===== src/rtl/if_id_stage.sv =====
// IF->ID pipeline register with valid/ready handshake, 2-entry skid buffer,
// flush and a saturating stall-cycle counter.
module if_id_stage #(
  parameter int unsigned       ADDR_W   = 32,
  parameter int unsigned       INST_W   = 32,
  parameter logic [INST_W-1:0] NOP_INST = '0,
  parameter int unsigned       CNT_W    = 16
) (
  input  logic              clk,
  input  logic              rst,
  input  logic              flush,
  input  logic              in_valid,
  output logic              in_ready,
  input  logic [ADDR_W-1:0] if_pc,
  input  logic [INST_W-1:0] if_inst,
  output logic              out_valid,
  input  logic              out_ready,
  output logic [ADDR_W-1:0] id_pc,
  output logic [INST_W-1:0] id_inst,
  output logic [CNT_W-1:0]  stall_cnt
);

  typedef enum logic [1:0] {StEmpty, StFull, StSkid} state_e;

  state_e            state_q, state_d;
  logic [ADDR_W-1:0] main_pc_q, main_pc_d;
  logic [INST_W-1:0] main_inst_q, main_inst_d;
  logic [ADDR_W-1:0] skid_pc_q, skid_pc_d;
  logic [INST_W-1:0] skid_inst_q, skid_inst_d;
  logic [CNT_W-1:0]  stall_cnt_q, stall_cnt_d;

  // in_ready comes from registered state only, so no out_ready->in_ready path.
  assign in_ready  = (state_q != StSkid);
  assign out_valid = (state_q != StEmpty);
  assign id_pc     = main_pc_q;
  assign id_inst   = main_inst_q;
  assign stall_cnt = stall_cnt_q;

  always_comb begin
    state_d     = state_q;
    main_pc_d   = main_pc_q;
    main_inst_d = main_inst_q;
    skid_pc_d   = skid_pc_q;
    skid_inst_d = skid_inst_q;
    stall_cnt_d = stall_cnt_q;

    if (out_valid && !out_ready && (stall_cnt_q != {CNT_W{1'b1}})) begin
      stall_cnt_d = stall_cnt_q + CNT_W'(1);
    end

    unique case (state_q)
      StEmpty: begin
        if (in_valid) begin
          main_pc_d   = if_pc;
          main_inst_d = if_inst;
          state_d     = StFull;
        end
      end
      StFull: begin
        if (out_ready) begin
          if (in_valid) begin
            main_pc_d   = if_pc;
            main_inst_d = if_inst;
          end else begin
            // Going empty: show a bubble but keep the last PC visible.
            main_inst_d = NOP_INST;
            state_d     = StEmpty;
          end
        end else if (in_valid) begin
          skid_pc_d   = if_pc;
          skid_inst_d = if_inst;
          state_d     = StSkid;
        end
      end
      StSkid: begin
        if (out_ready) begin
          main_pc_d   = skid_pc_q;
          main_inst_d = skid_inst_q;
          state_d     = StFull;
        end
      end
      default: begin
        main_inst_d = NOP_INST;
        state_d     = StEmpty;
      end
    endcase

    // Flush drops held and incoming instructions; the stall counter keeps running.
    if (flush) begin
      state_d     = StEmpty;
      main_pc_d   = '0;
      main_inst_d = NOP_INST;
      skid_pc_d   = '0;
      skid_inst_d = '0;
    end
  end

  always_ff @(posedge clk) begin
    if (rst) begin
      state_q     <= StEmpty;
      main_pc_q   <= '0;
      main_inst_q <= NOP_INST;
      skid_pc_q   <= '0;
      skid_inst_q <= '0;
      stall_cnt_q <= '0;
    end else begin
      state_q     <= state_d;
      main_pc_q   <= main_pc_d;
      main_inst_q <= main_inst_d;
      skid_pc_q   <= skid_pc_d;
      skid_inst_q <= skid_inst_d;
      stall_cnt_q <= stall_cnt_d;
    end
  end

endmodule


===== config.mk =====
export PLATFORM = sky130hd
export DESIGN_NAME = if_id_stage
export DESIGN_NICKNAME = d
export VERILOG_FILES = /design/src/rtl/if_id_stage.sv
export SDC_FILE = /design/constraint.sdc
export NUM_CORES = 1
export LEC_CHECK = 0
export CORE_MARGIN = 5
export CORE_UTILIZATION = 53
export DETAILED_ROUTE_END_ITERATION = 8
export GPL_TIMING_DRIVEN = 1
export PLACE_DENSITY = 0.95
export SYNTH_ARGS = -nofsm -noshare
export SYNTH_HDL_FRONTEND = slang
export SYNTH_SLANG_ARGS = --single-unit

===== constraint.sdc =====
create_clock -name clk -period 4.02 [get_ports clk]
set_input_delay 0.402 -clock clk [delete_from_list [all_inputs] [get_ports clk]]
set_output_delay 0.402 -clock clk [all_outputs]
set_load 0.05 [all_outputs]

==> flow_summary.ini <==
[outcome]
status = finished clean

[detailed_routing]
first_iter_violations = 500
wirelength_met1_mm = 6.877
vias = 5836
avgRoutedWirePerCell_um = 16.65
wl_met3_mm = 1.432
routed_via_density = 5.848
antenna_left = 0
dr_wl_met2_mm = 7.971
dr.pass1.iters = 9
wirelength_mm = 16.62
drc = 0
maxUsedRoutingLayer = met4

[layout]
syn2layout_area_growth_pct = 36.77
n_antenna_cell = 0
nFillCells = 799
multi_input_area_um2 = 2801
final_util_pct = 74.31
fin_area_um2 = 8127
drive_gt1_share_pct = 6.294
register_area_um2 = 2923
final_nets = 916

[pwr]
seq_power_share_pct = 42.4
p_per_area_nw_per_um2 = 435.0
internal-power_uw = 2660
power.switching_uw = 875.2
clkPwrFrac_pct = 45.7
leakage_uw = 0.002793
finalPower_uw = 3535
combPwrFrac_pct = 11.9
vdd_ir_drop_max_mv = 0.3030
p_sw_share_pct = 24.76

[global_route]
grt_antenna_before_repair = 0
track_usage_pct = 24.70
grt_pass1_vias = 5477
grt_pass1_wl_mm = 26.97
grt_start_max_net_pins = 67
grt_overflow = 0

[floorplanning]
core_um2 = 10940
dieArea_um2 = 13430
die_y_um = 115.9
ios = 151
rows = 38
start_util_pct = 54.34
die_w_um = 115.9

[hold_path]
hp-start = skid_pc_q[14]$_SDFFE_PP0P_
holdCritPathClass = flip-flop to flip-flop
hold-path-endpoint = skid_pc_q[14]$_SDFFE_PP0P_
hold_depth = 2

[worst_setup_path]
r2r_slack_ns = 1.29
worstSetupPathType = flip-flop to output port
worstPathRequired_ns = 3.62
slowest_delay_ns = 0.88
endpoint_kind = output port
cp.depth = 3
path_cells = nor2b_4 > clkinv_1 > clkdlybuf4s50_1
r2r_start = state_q[1]$_SDFFE_PP0P_
cpMaxStageDelayCell = clkdlybuf4s50_1
r2r-end = id_pc[8]$_SDFFE_PP0P_
critPathTopFamily = buffers and inverters
critPathMaxFanout = 16
path_buf_inv = 2
arrival_ns = 2.63
start_kind = flip-flop
reg2regPathDepth = 6

[clocking]
hold_buffers = 0
htreeDepth = 4
ctsLongestPathBuffers = 2
post-cts-setup-buffers = 0
cts.sinks = 146
cts-root-buf = clkbuf_16
clkSlewWorstSetupHoldPaths_ns = 0.06
worstSkewPairLatency_ns = 0.41
cts_made_buffers = 17
tritoncts = yes
cts_resized = 0

[synth]
synth_top_area_cell = dfxtp_1
synth_nets = 799
ys_warn_count = 0
synth_top_family_by_area = compound AO/OA/AOI/OAI gates
async_reset_ff_share_pct = 0
synthDistinctLibCells = 44
ys_top_cells_by_area = dfxtp_1 (49%), nand2_1 (13%), a21oi_1 (6.0%), a32o_1 (5.4%), a311oi_1 (4.9%)
synth_area_um2 = 5942
seq_area_frac_synth_pct = 49.19
synth-simple-area-share_pct = 22.30
synth_mux_area_share_pct = 1.221
yosys.area.top_type_share_pct = 49.19
synth_flop_cell = dfxtp_1
synth_compound_area_share_pct = 22.68
avgSynthCellArea_um2 = 8.151
ys_ff_latch = 146
postSynthCellCount = 729
synth_xor_area_share_pct = 0
synth_adder_area_share_pct = 0.2106
synth_edf_count = 0

[flow_run]
drv_cap = 0

[sta]
clock.fmax_mhz = 329.4
tightest_slew_ns = 1.051
rsz0062_at_grt = false
slew_viol_final = 0
fin_worst_skew_ns = 0.01021
timing.hold.ws_ns = 0.4543
timing.max_slew.rel_slack_pct = 29.87
finalSetupViolCount = 0
fin_crit_sh_pct = 75.51
final_hold_viol_count = 0
period_needed_ns = 3.035
fin_tns_setup_ns = 0

[placed_design]
dpl.hpwl_mm = 10.61
gp_congestion = 0.9080
place_area_um2 = 7515
io_buffers = 150
-- worst min-delay path: stages, from the launching register on --
cell	delay (ns)
dfxtp_1	0.31
nand2_1	0.05
a21oi_1	0.05
-- synth_stat cells, drive strengths merged, types with 2 or more instances --
cell	count
or2	2
nor2	76
a22oi	32
inv	4
dfxtp	146
mux2	2
a31oi	2
mux2i	5
clkbuf	56
a21oi	71
nand3	9
nor4	4
o41ai	2
a32o	32
nand2	200
nand4	6
nor2b	6
o311ai	2
or3	2
o32ai	2
buf	7
a311oi	33
nor3	6
o21ai	6
-- per-stage QoR --
stage	setup slack, ns	cells
after floorplan	1.768	729
after CTS	0.9662	998
after global routing	0.8544	998
final	0.9846	998
after detailed placement	1.127	967
after global placement	1.252	967
-- area by class of cell --
cell class / instances / area share (%)
Sequential cell: 146 / 35.97
Multi-Input combinational cell: 515 / 34.47
Timing Repair Buffer: 161 / 19.65
Clock buffer: 19 / 5.574
Tap cell: 140 / 2.156
Clock inverter: 12 / 1.955
Inverter: 5 / 0.2309
-- power by group through the flow --
stage                     Clock, uW  Combinational (uW)  Sequential, uW
after floorplan                   0                 150            1620
after global placement            0                 413            1530
after detailed placement          0                 417            1530
after CTS                      1630                 420            1500
after global routing           1690                 449            1500
final                          1620                 420            1500
-- flip-flops by register name, summed over array words and instances, names as in the netlist --
signal / cells
id_inst: 32
id_pc: 32
skid_inst_q: 32
skid_pc_q: 32
stall_cnt: 16
state_q: 2
-- routing by layer --
layer / GRT usage (%) / vias up
li1: - / 2806
met5: 0 / -
met1: 31.79 / 2728
met2: 40.24 / 272
met3: 5.692 / 30
met4: 9.899 / 0
-- worst max-delay path by stage --
stage,from,endpoint,slack [ns]
finish,state_q[1]$_SDFFE_PP0P_,in_ready,0.98
CTS,state_q[1]$_SDFFE_PP0P_,in_ready,0.97
floorplan,stall_cnt[4]$_SDFFE_PP0P_,stall_cnt[15]$_SDFFE_PP0P_,1.77
global placement,out_ready,skid_inst_q[3]$_SDFFE_PP0P_,1.25
global route,state_q[1]$_SDFFE_PP0P_,in_ready,0.85
detailed placement,out_ready,skid_inst_q[26]$_SDFFE_PP0P_,1.13
-- kinds of logic (layout without fill, tap and decap cells) --
family,Yosys count,count (layout)
AND/OR/NAND/NOR,320,320
AO/OA/AOI/OAI,187,187
multiplexers,7,7
flip-flops,146,146
buffers and inverters,68,197
adder cells (fa/ha/maj),1,1
-- cell usage in the layout (no fill, tap or decap), drive strengths merged, types with 2 or more instances in the layout --
| master | netlist | routed |
|---|---|---|
| clkbuf | 56 | 19 |
| mux2i | 5 | 5 |
| a32o | 32 | 32 |
| nand4 | 6 | 6 |
| a31oi | 2 | 2 |
| nand3 | 9 | 9 |
| nor2 | 76 | 76 |
| mux2 | 2 | 2 |
| clkinv | 1 | 8 |
| a22oi | 32 | 32 |
| o32ai | 2 | 2 |
| buf | 7 | 11 |
| dfxtp | 146 | 146 |
| o21ai | 6 | 6 |
| inv | 4 | 4 |
| clkdlybuf4s50 | 0 | 150 |
| clkinvlp | 0 | 2 |
| nor3 | 6 | 6 |
| nor2b | 6 | 6 |
| or3 | 2 | 2 |
| a311oi | 33 | 33 |
| o311ai | 2 | 2 |
| a21oi | 71 | 71 |
| nand2 | 200 | 200 |
| o41ai | 2 | 2 |
| bufinv | 0 | 3 |
| or2 | 2 | 2 |
| nor4 | 4 | 4 |
Power figures use the tool's default switching activity.
